==> src/rtl/adder_pkg.sv <==
// adder_pkg: shared widths and nibble type for the 16-bit carry-lookahead adder
package adder_pkg;
  localparam int ADDER_WIDTH  = 16;
  localparam int NIBBLE_WIDTH = 4;
  localparam int NUM_NIBBLES  = 4;
  typedef logic [3:0] nibble_t;
endpackage

==> src/rtl/cla_nibble4.sv <==
// cla_nibble4: 4-bit lookahead slice producing the sum plus group generate/propagate
module cla_nibble4
  import adder_pkg::*;
(
  input  logic [3:0] a,
  input  logic [3:0] b,
  input  logic       ci,
  output logic [3:0] s,
  output logic       G,
  output logic       P
);
  nibble_t g, p, c;
  always_comb begin
    g = a & b;
    p = a ^ b;
    c[0] = ci;
    c[1] = g[0] | (p[0] & ci);
    c[2] = g[1] | (p[1] & g[0]) | (p[1] & p[0] & ci);
    c[3] = g[2] | (p[2] & g[1]) | (p[2] & p[1] & g[0]) | (p[2] & p[1] & p[0] & ci);
    s = p ^ c;
    G = g[3] | (p[3] & g[2]) | (p[3] & p[2] & g[1]) | (p[3] & p[2] & p[1] & g[0]);
    P = &p;
  end
endmodule

==> src/rtl/internibble_carry_lookahead_16bit.sv <==
// internibble_carry_lookahead_16bit: registered 16-bit adder, four CLA nibbles joined by flat lookahead
// Optional registered signed overflow output enabled by defining CLA_OVERFLOW_EN.
module internibble_carry_lookahead_16bit
  import adder_pkg::*;
(
  input  logic        clk,
  input  logic        rst,
  input  logic [15:0] A,
  input  logic [15:0] B,
  input  logic        cin,
  output logic [15:0] S,
  output logic        cout
`ifdef CLA_OVERFLOW_EN
  ,
  output logic        ovf
`endif
);
  logic [NUM_NIBBLES-1:0] gg, pp, c4;
  logic [ADDER_WIDTH-1:0] s_d, s_q;
  logic cout_d, cout_q;
  for (genvar k = 0; k < NUM_NIBBLES; k++) begin : g_nib
    cla_nibble4 u_nib (
      .a (A[k*NIBBLE_WIDTH +: NIBBLE_WIDTH]),
      .b (B[k*NIBBLE_WIDTH +: NIBBLE_WIDTH]),
      .ci(c4[k]),
      .s (s_d[k*NIBBLE_WIDTH +: NIBBLE_WIDTH]),
      .G (gg[k]),
      .P (pp[k])
    );
  end
  // Every nibble carry is a flat sum of products so no carry chains through a nibble
  always_comb begin
    c4[0] = cin;
    c4[1] = gg[0] | (pp[0] & cin);
    c4[2] = gg[1] | (pp[1] & gg[0]) | (pp[1] & pp[0] & cin);
    c4[3] = gg[2] | (pp[2] & gg[1]) | (pp[2] & pp[1] & gg[0]) | (pp[2] & pp[1] & pp[0] & cin);
    cout_d = gg[3] | (pp[3] & gg[2]) | (pp[3] & pp[2] & gg[1]) | (pp[3] & pp[2] & pp[1] & gg[0])
           | (pp[3] & pp[2] & pp[1] & pp[0] & cin);
  end
  always_ff @(posedge clk) begin
    if (rst) begin
      s_q    <= '0;
      cout_q <= 1'b0;
    end else begin
      s_q    <= s_d;
      cout_q <= cout_d;
    end
  end
  assign S    = s_q;
  assign cout = cout_q;
`ifdef CLA_OVERFLOW_EN
  logic ovf_d, ovf_q;
  // Carry into bit 15 is recovered from its sum bit: c15 = p15 ^ s15
  assign ovf_d = (A[15] ^ B[15] ^ s_d[15]) ^ cout_d;
  always_ff @(posedge clk) begin
    if (rst) ovf_q <= 1'b0;
    else     ovf_q <= ovf_d;
  end
  assign ovf = ovf_q;
`endif
endmodule

==> config.mk <==
export PLATFORM = sky130hd
export DESIGN_NAME = internibble_carry_lookahead_16bit
export DESIGN_NICKNAME = d
export VERILOG_FILES = /design/src/rtl/adder_pkg.sv /design/src/rtl/cla_nibble4.sv /design/src/rtl/internibble_carry_lookahead_16bit.sv
export SDC_FILE = /design/constraint.sdc
export NUM_CORES = 1
export LEC_CHECK = 0
export BUFFER_PORTS_ARGS = -buffer_cell sky130_fd_sc_hd__buf_4
export CAP_MARGIN = 20
export CORE_MARGIN = 1.5
export CORE_UTILIZATION = 45
export DETAILED_ROUTE_END_ITERATION = 10
export PLACE_DENSITY_LB_ADDON = 0.1
export SLEW_MARGIN = 30
export SYNTH_ARGS = -nofsm -noshare
export SYNTH_HDL_FRONTEND = slang
export SYNTH_SLANG_ARGS = --single-unit
==> constraint.sdc <==
create_clock -name clk -period 2.8 [get_ports clk]
set_input_delay 0 -clock clk [delete_from_list [all_inputs] [get_ports clk]]
set_output_delay 0 -clock clk [all_outputs]
set_load 0.02 [all_outputs]
==> results of run 1 <==
[cells in the mapped netlist (4+ instances only)]
library cell  instances
a21oi_1               7
fa_1                  4
inv_1                10
xor2_1                6
dfxtp_1              17
ha_1                 16
nor2_1               19
nand2_1               5
o21ai_0               4
[kinds of logic after synthesis]
kind of cell / count (synthesis)
XOR/XNOR: 8
AND/OR/NAND/NOR: 40
AO/OA/AOI/OAI: 30
adder cells (fa/ha/maj): 20
multiplexers: 2
flip-flops: 17
buffers and inverters: 12
[state kept, by name, indices dropped and copies added, names as in the netlist]
| register | cells |
|---|---|
| S | 16 |
| cout | 1 |
[layout make-up]
type | instances | share of cell area [%]
tap | 30 | 2.35
inverter | 10 | 2.35
sequential | 17 | 21.3
multi-input combinational | 100 | 48.4
clock buffer | 3 | 1.41
timing repair buffer | 51 | 23.9
clock inverter | 1 | 0.313
[power breakdown]
part           switching, W  internal [W]
Combinational      0.000156      0.000147
Clock             0.0000813     0.0000531
Sequential       0.00000896      0.000275
[through the flow]
step | instances | setup WS (ps) | area (sq um) | hold slack, ps | total power (W)
6_report | 212 | 865 | 1600 | 31.5 | 0.000721
4_1_cts | 212 | 865 | 1600 | 27.2 | 0.000726
3_3_place_gp | 208 | 638 | 1570 | 323 | 0.000585
3_5_place_dp | 208 | 562 | 1570 | 335 | 0.000594
5_1_grt | 212 | 760 | 1600 | 36.4 | 0.000771
2_1_floorplan | 129 | 839 | 1160 | 241 | 0.000474
[worst paths after layout]
path,startpoint,to,slack [ps],depth (start not counted)
worst min-delay path,rst,S[4]$_SDFF_PP0_,30,2
worst max-delay path,A[0],S[12]$_SDFF_PP0_,870,9
[layout by cell type (no fill, tap or decap), types with 2 or more instances in the layout]
cell type and count:
clkbuf_4 3, a211oi_1 3, dfxtp_1 17, buf_4 51, nor2_1 19, a41o_1 2, nor3_1 3, o21ai_2 2
o21ai_0 4, ha_1 16, fa_1 4, a311o_1 2, inv_1 10, nand2b_1 2, a21oi_1 7, o211ai_1 2
nand2_1 5, xor2_1 6, nand3_1 3, xnor2_1 2, nor2b_1 3
[routing by layer]
metal	wire [microns]	vias to the layer above	share of wire (%)
li1	-	562	-
met1	1130	510	45
met2	1210	37	49
met3	140	2	5.6
met4	13	0	0.52
met5	0	-	0
==> flow_metrics.env, run 1 <==
export IMPL_gp_congestion=0.769
export IMPL_tns_ps=0
export IMPL_synth_top_area_cell="dfxtp_1"
export IMPL_nets=238
export IMPL_grt_use_met2_pct=31.9
export IMPL_vias_per_cell=5.24
export IMPL_drc=0
export IMPL_grt_overflow=0
export IMPL_drv_cap=0
export IMPL_finalHoldViolCount=0
export IMPL_synth_xor_area_share_pct=6.04
export IMPL_synth_top_family_by_area="adder cells"
export IMPL_synth_top_cell_area_share_pct=29.3
export IMPL_drt_iter0_drc=20
export IMPL_postCtsSetupRepairBufs=0
export IMPL_syn_nets=184
export IMPL_clk_pin_slew_ps=110
export IMPL_dr_pass1_iters=4
export IMPL_cp_buffers_inverters=1
export IMPL_syn_area_per_cell_sq_um=8.99
export IMPL_cp_max_fo=3
export IMPL_synthCells=129
export IMPL_ctsResizeCount=0
export IMPL_ios=52
export IMPL_multiInputGateArea_sq_um=774
export IMPL_synth_edf_count=0
export IMPL_grt_busiest_layer="met2"
export IMPL_cp_common_cell="a41o_1"
export IMPL_synth_fa_ha_area_share_pct=24.2
export IMPL_chipWidth_microns=53.8
export IMPL_antennaDiodeCount=0
export IMPL_p_leak_nw=0.806
export IMPL_wirelength_microns=2490
export IMPL_register_area_sq_um=340
export IMPL_initial_core_util_pct=47.2
export IMPL_crit_path_max_incr_delay_ps=430
export IMPL_synth_ff_type="dfxtp_1"
export IMPL_syn_area_sq_um=1160
export IMPL_p_per_area_nw_per_um2=451
export IMPL_critical_path_class="input pin to register"
export IMPL_dieArea_sq_um=2890
export IMPL_rsz0062_at_grt="no"
export IMPL_wl_per_cell_microns=11.8
export IMPL_cts_tree="done"
export IMPL_period_needed_ps=1930
export IMPL_async_reset_ff_share_pct=0
export IMPL_end_kind="register"
export IMPL_synthMuxAreaShare_pct=2.27
export IMPL_gr_usage_met3_pct=2.78
export IMPL_core_sq_um=2450
export IMPL_setup_viol_count_final=0
export IMPL_slew_headroom_pct=60.3
export IMPL_cts_inserted_buffers=3
export IMPL_required_ps=3030
export IMPL_ir_worst_vdd_mv=0.362
export IMPL_dpl_hpwl_microns=2090
export IMPL_grt_antenna_before_repair=0
export IMPL_vias=1111
export IMPL_start_kind="input pin"
export IMPL_area_growth_pct=38.0
export IMPL_ys_seq_elements=17
export IMPL_htreeDepth=1
export IMPL_worstPathArrival_ps=2170
export IMPL_grtUsageMet1_pct=23.8
export IMPL_crit_slowest_cell="fa_1"
export IMPL_postRouteAntennaNets=0
export IMPL_yosys_cell_types_count=35
export IMPL_grt_max_degree=24
export IMPL_portBuffers=51
export IMPL_ys_warnings_count=0
export IMPL_cts_max_path_buffers=2
export IMPL_grt_first_pass_wirelength_microns=4010
export IMPL_status="complete, no violations"
export IMPL_worst_slew_pin_transition_ps=592
export IMPL_root_buffer="clkbuf_4"
export IMPL_cp_top_family="compound AO/OA/AOI/OAI gates"
export IMPL_utilization_pct=65.2
export IMPL_die_h_microns=53.8
export IMPL_grt_pass1_vias=1018
export IMPL_synth_compound_area_share_pct=18.4
export IMPL_synth_area_leaders="dfxtp_1 (29%), ha_1 (17%), fa_1 (6.9%), nor2_1 (6.1%), xor2_1 (4.5%)"
export IMPL_grt_usage_pct=18.5
export IMPL_num_rows=18
export IMPL_drive_gt1_share_pct=34.1
export IMPL_period_share_pct=69.1
export IMPL_clock_sinks=17
export IMPL_max_freq_mhz=517
export IMPL_crit_chain="buf_4 > ha_1 > a211oi_2 > o21ai_2 > a41o_1 > a41o_1 > a21oi_1 > fa_1 > nor2_1"
export IMPL_yosysSeqAreaShare_pct=29.3
export IMPL_fillCellCount=215
export IMPL_maxSlewViolCount=0
export IMPL_hold_class="input pin to register"
export IMPL_hold_buffers=0
export IMPL_yosys_area_share_simple_pct=15.9
No activity file was read; power rests on OpenSTA's default activity.
==> run 2, diff against run 1 <==
- ABC_AREA: not set -> 1
- clock period: 2.8 -> 2 ns (I/O delays scaled with it)
==> run 2 against run 1 <==
  * Sequential cell count is the same
  * Synthesized cell count increased by 29%
  * Clock-buffer cell count is the same
  * Die area is 3.9% higher
  * Cell count increased by 19%
  * Critical path depth rose by 2
  * Clock power increased by 37%
  * Critical path type unchanged
  * Largest power group unchanged
  * Highest routed layer unchanged
==> flow_metrics.env, run 2 <==
export IMPL_status="complete, no violations"
export IMPL_syn_nets=222
export IMPL_synthCells=167
export IMPL_yosys_cell_types_count=21
export IMPL_synth_top_cell_area_share_pct=28.2
export IMPL_vias_per_cell=4.81
export IMPL_cts_inserted_buffers=3
export IMPL_synth_fa_ha_area_share_pct=23.2
export IMPL_worstPathArrival_ps=1650
export IMPL_p_per_area_nw_per_um2=595
export IMPL_yosys_area_share_simple_pct=26.3
export IMPL_synth_ff_type="dfxtp_1"
export IMPL_postCtsSetupRepairBufs=0
export IMPL_max_freq_mhz=687
export IMPL_rsz0062_at_grt="no"
export IMPL_dr_pass1_iters=4
export IMPL_synth_area_leaders="dfxtp_1 (28%), ha_1 (17%), nand2_1 (12%), inv_1 (9.9%), fa_1 (6.6%)"
export IMPL_clock_sinks=17
export IMPL_root_buffer="clkbuf_4"
export IMPL_clk_pin_slew_ps=100
export IMPL_tns_ps=0
export IMPL_core_sq_um=2500
export IMPL_cp_max_fo=4
export IMPL_initial_core_util_pct=48.3
export IMPL_end_kind="register"
export IMPL_synth_top_area_cell="dfxtp_1"
export IMPL_largest_reg_flops=16
export IMPL_setup_viol_count_final=0
export IMPL_gp_congestion=0.875
export IMPL_num_rows=18
export IMPL_cts_tree="done"
export IMPL_ios=52
export IMPL_syn_area_sq_um=1210
export IMPL_grt_pass1_vias=1208
export IMPL_drv_cap=0
export IMPL_drt_iter0_drc=20
export IMPL_drc=0
export IMPL_portBuffers=51
export IMPL_period_needed_ps=1460
export IMPL_die_h_microns=54.8
export IMPL_p_leak_nw=0.962
export IMPL_hold_class="input pin to register"
export IMPL_ys_seq_elements=17
export IMPL_grt_antenna_before_repair=0
export IMPL_place_area_sq_um=1620
export IMPL_period_share_pct=72.8
export IMPL_syn_area_per_cell_sq_um=7.23
export IMPL_htreeDepth=1
export IMPL_vias=1211
export IMPL_grt_overflow=0
export IMPL_synthMuxAreaShare_pct=0
export IMPL_slew_headroom_pct=77.2
export IMPL_chipWidth_microns=54.8
export IMPL_wl_per_cell_microns=10.0
export IMPL_wirelength_microns=2530
export IMPL_cts_max_path_buffers=2
export IMPL_place_ws_ps=245
export IMPL_grt_usage_pct=20.2
export IMPL_synth_compound_area_share_pct=8.81
export IMPL_required_ps=2200
export IMPL_yosysSeqAreaShare_pct=28.2
export IMPL_hold_path_depth=4
export IMPL_critical_path_class="input pin to register"
export IMPL_synth_top_family_by_area="simple AND/OR/NAND/NOR gates"
export IMPL_layout_commonest_cell="buf_4"
export IMPL_synth_xor_area_share_pct=2.90
export IMPL_antennaDiodeCount=0
export IMPL_worst_slew_pin_transition_ps=342
export IMPL_area_growth_pct=37.3
export IMPL_maxSlewViolCount=0
export IMPL_postRouteAntennaNets=0
export IMPL_finalHoldViolCount=0
export IMPL_setup_ws_ps=545
export IMPL_ir_worst_vdd_mv=0.501
export IMPL_grt_first_pass_wirelength_microns=4330
export IMPL_start_kind="input pin"
export IMPL_final_cell_mix="buf_4 (51), nand2_1 (38), inv_1 (32), nor2_1 (21), dfxtp_1 (17)"
export IMPL_synthMostInstantiatedCell="nand2_1"
export IMPL_ys_warnings_count=0
export IMPL_stdcell_area_sq_um=1660
export IMPL_grt_max_degree=11
export IMPL_synth_edf_count=0
export IMPL_async_reset_ff_share_pct=0
export IMPL_dpl_hpwl_microns=2170
export IMPL_synth_commonest_cells="nand2_1 (38), inv_1 (32), nor2_1 (21), dfxtp_1 (17), ha_1 (16)"
export IMPL_nets=278
export IMPL_dieArea_sq_um=3000
export IMPL_drive_gt1_share_pct=27.5
run 2: area by class of cell:
cell class | count | area [sq um]
Clock buffer | 3 | 22.5
Multi-Input combinational cell | 117 | 739
Clock inverter | 1 | 5.00
Sequential cell | 17 | 340
Fill cell | 225 | 842
Tap cell | 30 | 37.5
Timing Repair Buffer | 52 | 393
Inverter | 32 | 120
run 2: repair_timing:
action,in CTS,in global routing
endpoints found under the setup margin,0,0
hold endpoints to repair,8,0
resized for setup,0,0
hold buffers,1,0
run 2: cell families (layout without fill, tap and decap cells):
kind of cell	Yosys count	after routing
xor+xnor	4	4
simple gates	75	75
flops	17	17
buf+inv	33	88
fa+ha+maj	20	20
compound gates	18	18
run 2: final timing paths:
kind	endpoint	from
hold / removal	S[8]$_SDFF_PP0_	B[8]
setup / recovery	S[13]$_SDFF_PP0_	A[10]
run 2: power breakdown:
part | switching (W) | internal, W | total, W
combinational | 0.000224 | 0.000187 | 0.000411
clock | 0.000109 | 0.0000744 | 0.000183
sequential | 0.0000109 | 0.000381 | 0.000392
total | 0.000344 | 0.000642 | 0.000987
run 2: per-stage QoR:
stage | cells | total power [W] | utilization [%] | hold WS (ps)
6_report | 252 | 0.000987 | 66.3 | 91.5
5_1_grt | 252 | 0.00107 | 66.3 | 107
3_3_place_gp | 247 | 0.000799 | 64.8 | 236
2_1_floorplan | 167 | 0.000652 | - | 208
4_1_cts | 252 | 0.000999 | 66.3 | 91.5
3_5_place_dp | 247 | 0.000813 | 64.8 | 248
run 2: critical path, cell delays in order:
cell and delay, ps:
buf_4 110, ha_1 330, nand2_1 120, nor2_4 130, and2_4 140, nand2_1 40
nand2_1 110, inv_1 70, fa_1 370, xor2_1 170, nor2_1 60
run 2: per-layer routing:
layer | vias up | part of all wire, % | track usage (%)
met2 | 44 | 55 | 40.9
li1 | 634 | - | -
met5 | - | 0 | 0
met1 | 531 | 38 | 18.5
met3 | 2 | 7.1 | 6.56
met4 | 0 | 0.47 | 5.83
==> run 3, diff against run 2 <==
- ABC_AREA: 1 -> 0
- CORE_UTILIZATION: 45 -> 42
- clock period: 2 -> 1.2 ns (I/O delays scaled with it)
==> run 3 against run 2 <==
  * The run now ends with negative setup slack left
  * Largest power group unchanged
  * Routed wire length rose by 54%
  * Sequential cell count is the same
  * Worst hold slack got worse by 55 ps
  * Clock power up 81%
  * First-iteration DRC count rose by 140%
  * Critical endpoint is now S[12]$_SDFF_PP0_
  * Critical path depth shrank 2
==> flow_metrics.env, run 3 (synthesis gave the netlist of run 1 again) <==
export IMPL_postRouteAntennaNets=0
export IMPL_num_rows=18
export IMPL_maxSlewViolCount=0
export IMPL_drt_iter0_drc=47
export IMPL_violations="negative setup slack"
export IMPL_nets=271
export IMPL_max_freq_mhz=616
export IMPL_drive_gt1_share_pct=57.2
export IMPL_seqPwrFrac_pct=32.0
export IMPL_clock_sinks=17
export IMPL_final_cell_mix="buf_4 (74), nor2_1 (18), dfxtp_1 (17), ha_4 (11), inv_1 (10)"
export IMPL_drc=0
export IMPL_portBuffers=51
export IMPL_grt_overflow=0
export IMPL_drv_cap=0
export IMPL_antennaDiodeCount=0
export IMPL_period_share_pct=135
export IMPL_crit_slowest_cell="fa_2"
export IMPL_dieArea_sq_um=3090
export IMPL_finalHoldViolCount=0
export IMPL_largest_reg_flops=16
export IMPL_cts_max_path_buffers=2
export IMPL_rsz0062_at_grt="yes"
export IMPL_grt_max_degree=24
export IMPL_slew_headroom_pct=70.9
export IMPL_timing_hold_ws_ps=36.5
export IMPL_cp_max_fo=2
export IMPL_critical_path_class="input pin to register"
export IMPL_vias_per_cell=5.33
export IMPL_combPwrFrac_pct=52.0
export IMPL_clockPowerShare_pct=16.0
export IMPL_initial_core_util_pct=45.6
export IMPL_place_area_sq_um=1900
export IMPL_worst_slew_pin_transition_ps=435
export IMPL_grt_first_pass_wirelength_microns=6310
export IMPL_crit_path_max_incr_delay_ps=440
export IMPL_ios=52
export IMPL_setup_viol_count_final=12
export IMPL_start_kind="input pin"
export IMPL_dr_pass1_iters=6
export IMPL_period_needed_ps=1620
export IMPL_grt_usage_pct=26.1
export IMPL_end_kind="register"
export IMPL_area_growth_pct=85.7
export IMPL_switching_share_pct=35.3
export IMPL_cts_inserted_buffers=3
export IMPL_cp_top_family="compound AO/OA/AOI/OAI gates"
export IMPL_cp_buffers_inverters=1
export IMPL_grt_antenna_before_repair=0
export IMPL_status="finished, violations left"
export IMPL_wirelength_microns=3900
export IMPL_place_ws_ps=-671
export IMPL_chipWidth_microns=55.6
export IMPL_gp_congestion=0.815
export IMPL_layout_commonest_cell="buf_4"
export IMPL_setup_ws_ps=-423
export IMPL_tns_ps=-2970
export IMPL_required_ps=1430
export IMPL_worstPathArrival_ps=1850
export IMPL_core_sq_um=2540
export IMPL_p_int_w=0.00134
export IMPL_stdcell_area_sq_um=2150
export IMPL_wl_per_cell_microns=15.9
export IMPL_dpl_hpwl_microns=2430
export IMPL_utilization_pct=84.6
export IMPL_p_per_area_nw_per_um2=963
export IMPL_htreeDepth=1
export IMPL_p_leak_nw=1.01
export IMPL_hold_class="input pin to register"
export IMPL_crit_chain="buf_8 > ha_4 > a211oi_4 > o21ai_2 > a41o_1 > a41o_1 > a21oi_2 > fa_2 > nor2_1"
export IMPL_die_h_microns=55.6
export IMPL_cp_common_cell="a41o_1"
export IMPL_power_switching_w=0.000733
export IMPL_vias=1307
export IMPL_root_buffer="clkbuf_4"
export IMPL_cts_tree="done"
export IMPL_clk_pin_slew_ps=100
export IMPL_grt_pass1_vias=1382
export IMPL_ir_worst_vdd_mv=0.797
## run 3: worst paths after layout
kind                  from          endpoint  slack, ps  cells after the start
worst min-delay path   rst  S[13]$_SDFF_PP0_         40                      2
worst max-delay path  A[0]  S[12]$_SDFF_PP0_       -420                      9
## run 3: area by class of cell
class                      instances  area [sq um]
inverter                          10          37.5
fill                             130           392
sequential                        17           340
multi-input combinational        100          1040
tap                               30          37.5
timing repair buffer              84           672
clock buffer                       4          26.3
## run 3: power by group through the flow
| stage | combinational, W | clock [W] | sequential [W] |
|---|---|---|---|
| after floorplan | 0.000384 | 0 | 0.000773 |
| after global placement | 0.000856 | 0 | 0.000675 |
| after detailed placement | 0.000886 | 0 | 0.000676 |
| after CTS | 0.00100 | 0.000333 | 0.000665 |
| after global routing | 0.00116 | 0.000357 | 0.000669 |
| final | 0.00108 | 0.000331 | 0.000664 |
## run 3: per-layer routing
metal	vias up	global-route usage [%]	share of wire, %
li1	629	-	-
met1	597	28.1	39
met2	66	46.6	52
met3	15	5.15	5.3
met4	0	15.3	4.1
met5	-	0	0
## run 3: through the flow
step / power [W] / cells
after floorplan: 0.00116 / 129
after global placement: 0.00153 / 233
after detailed placement: 0.00156 / 233
after CTS: 0.00200 / 245
after global routing: 0.00218 / 245
final: 0.00207 / 245
## run 3: what timing repair did
action                                  4_1_cts  5_1_grt
cloned                                        0        0
gates resized for setup                      25       10
endpoints found under the setup margin       11       14
hold buffers                                  0        0
pin swaps                                    17       21
buffers inserted                              9        6
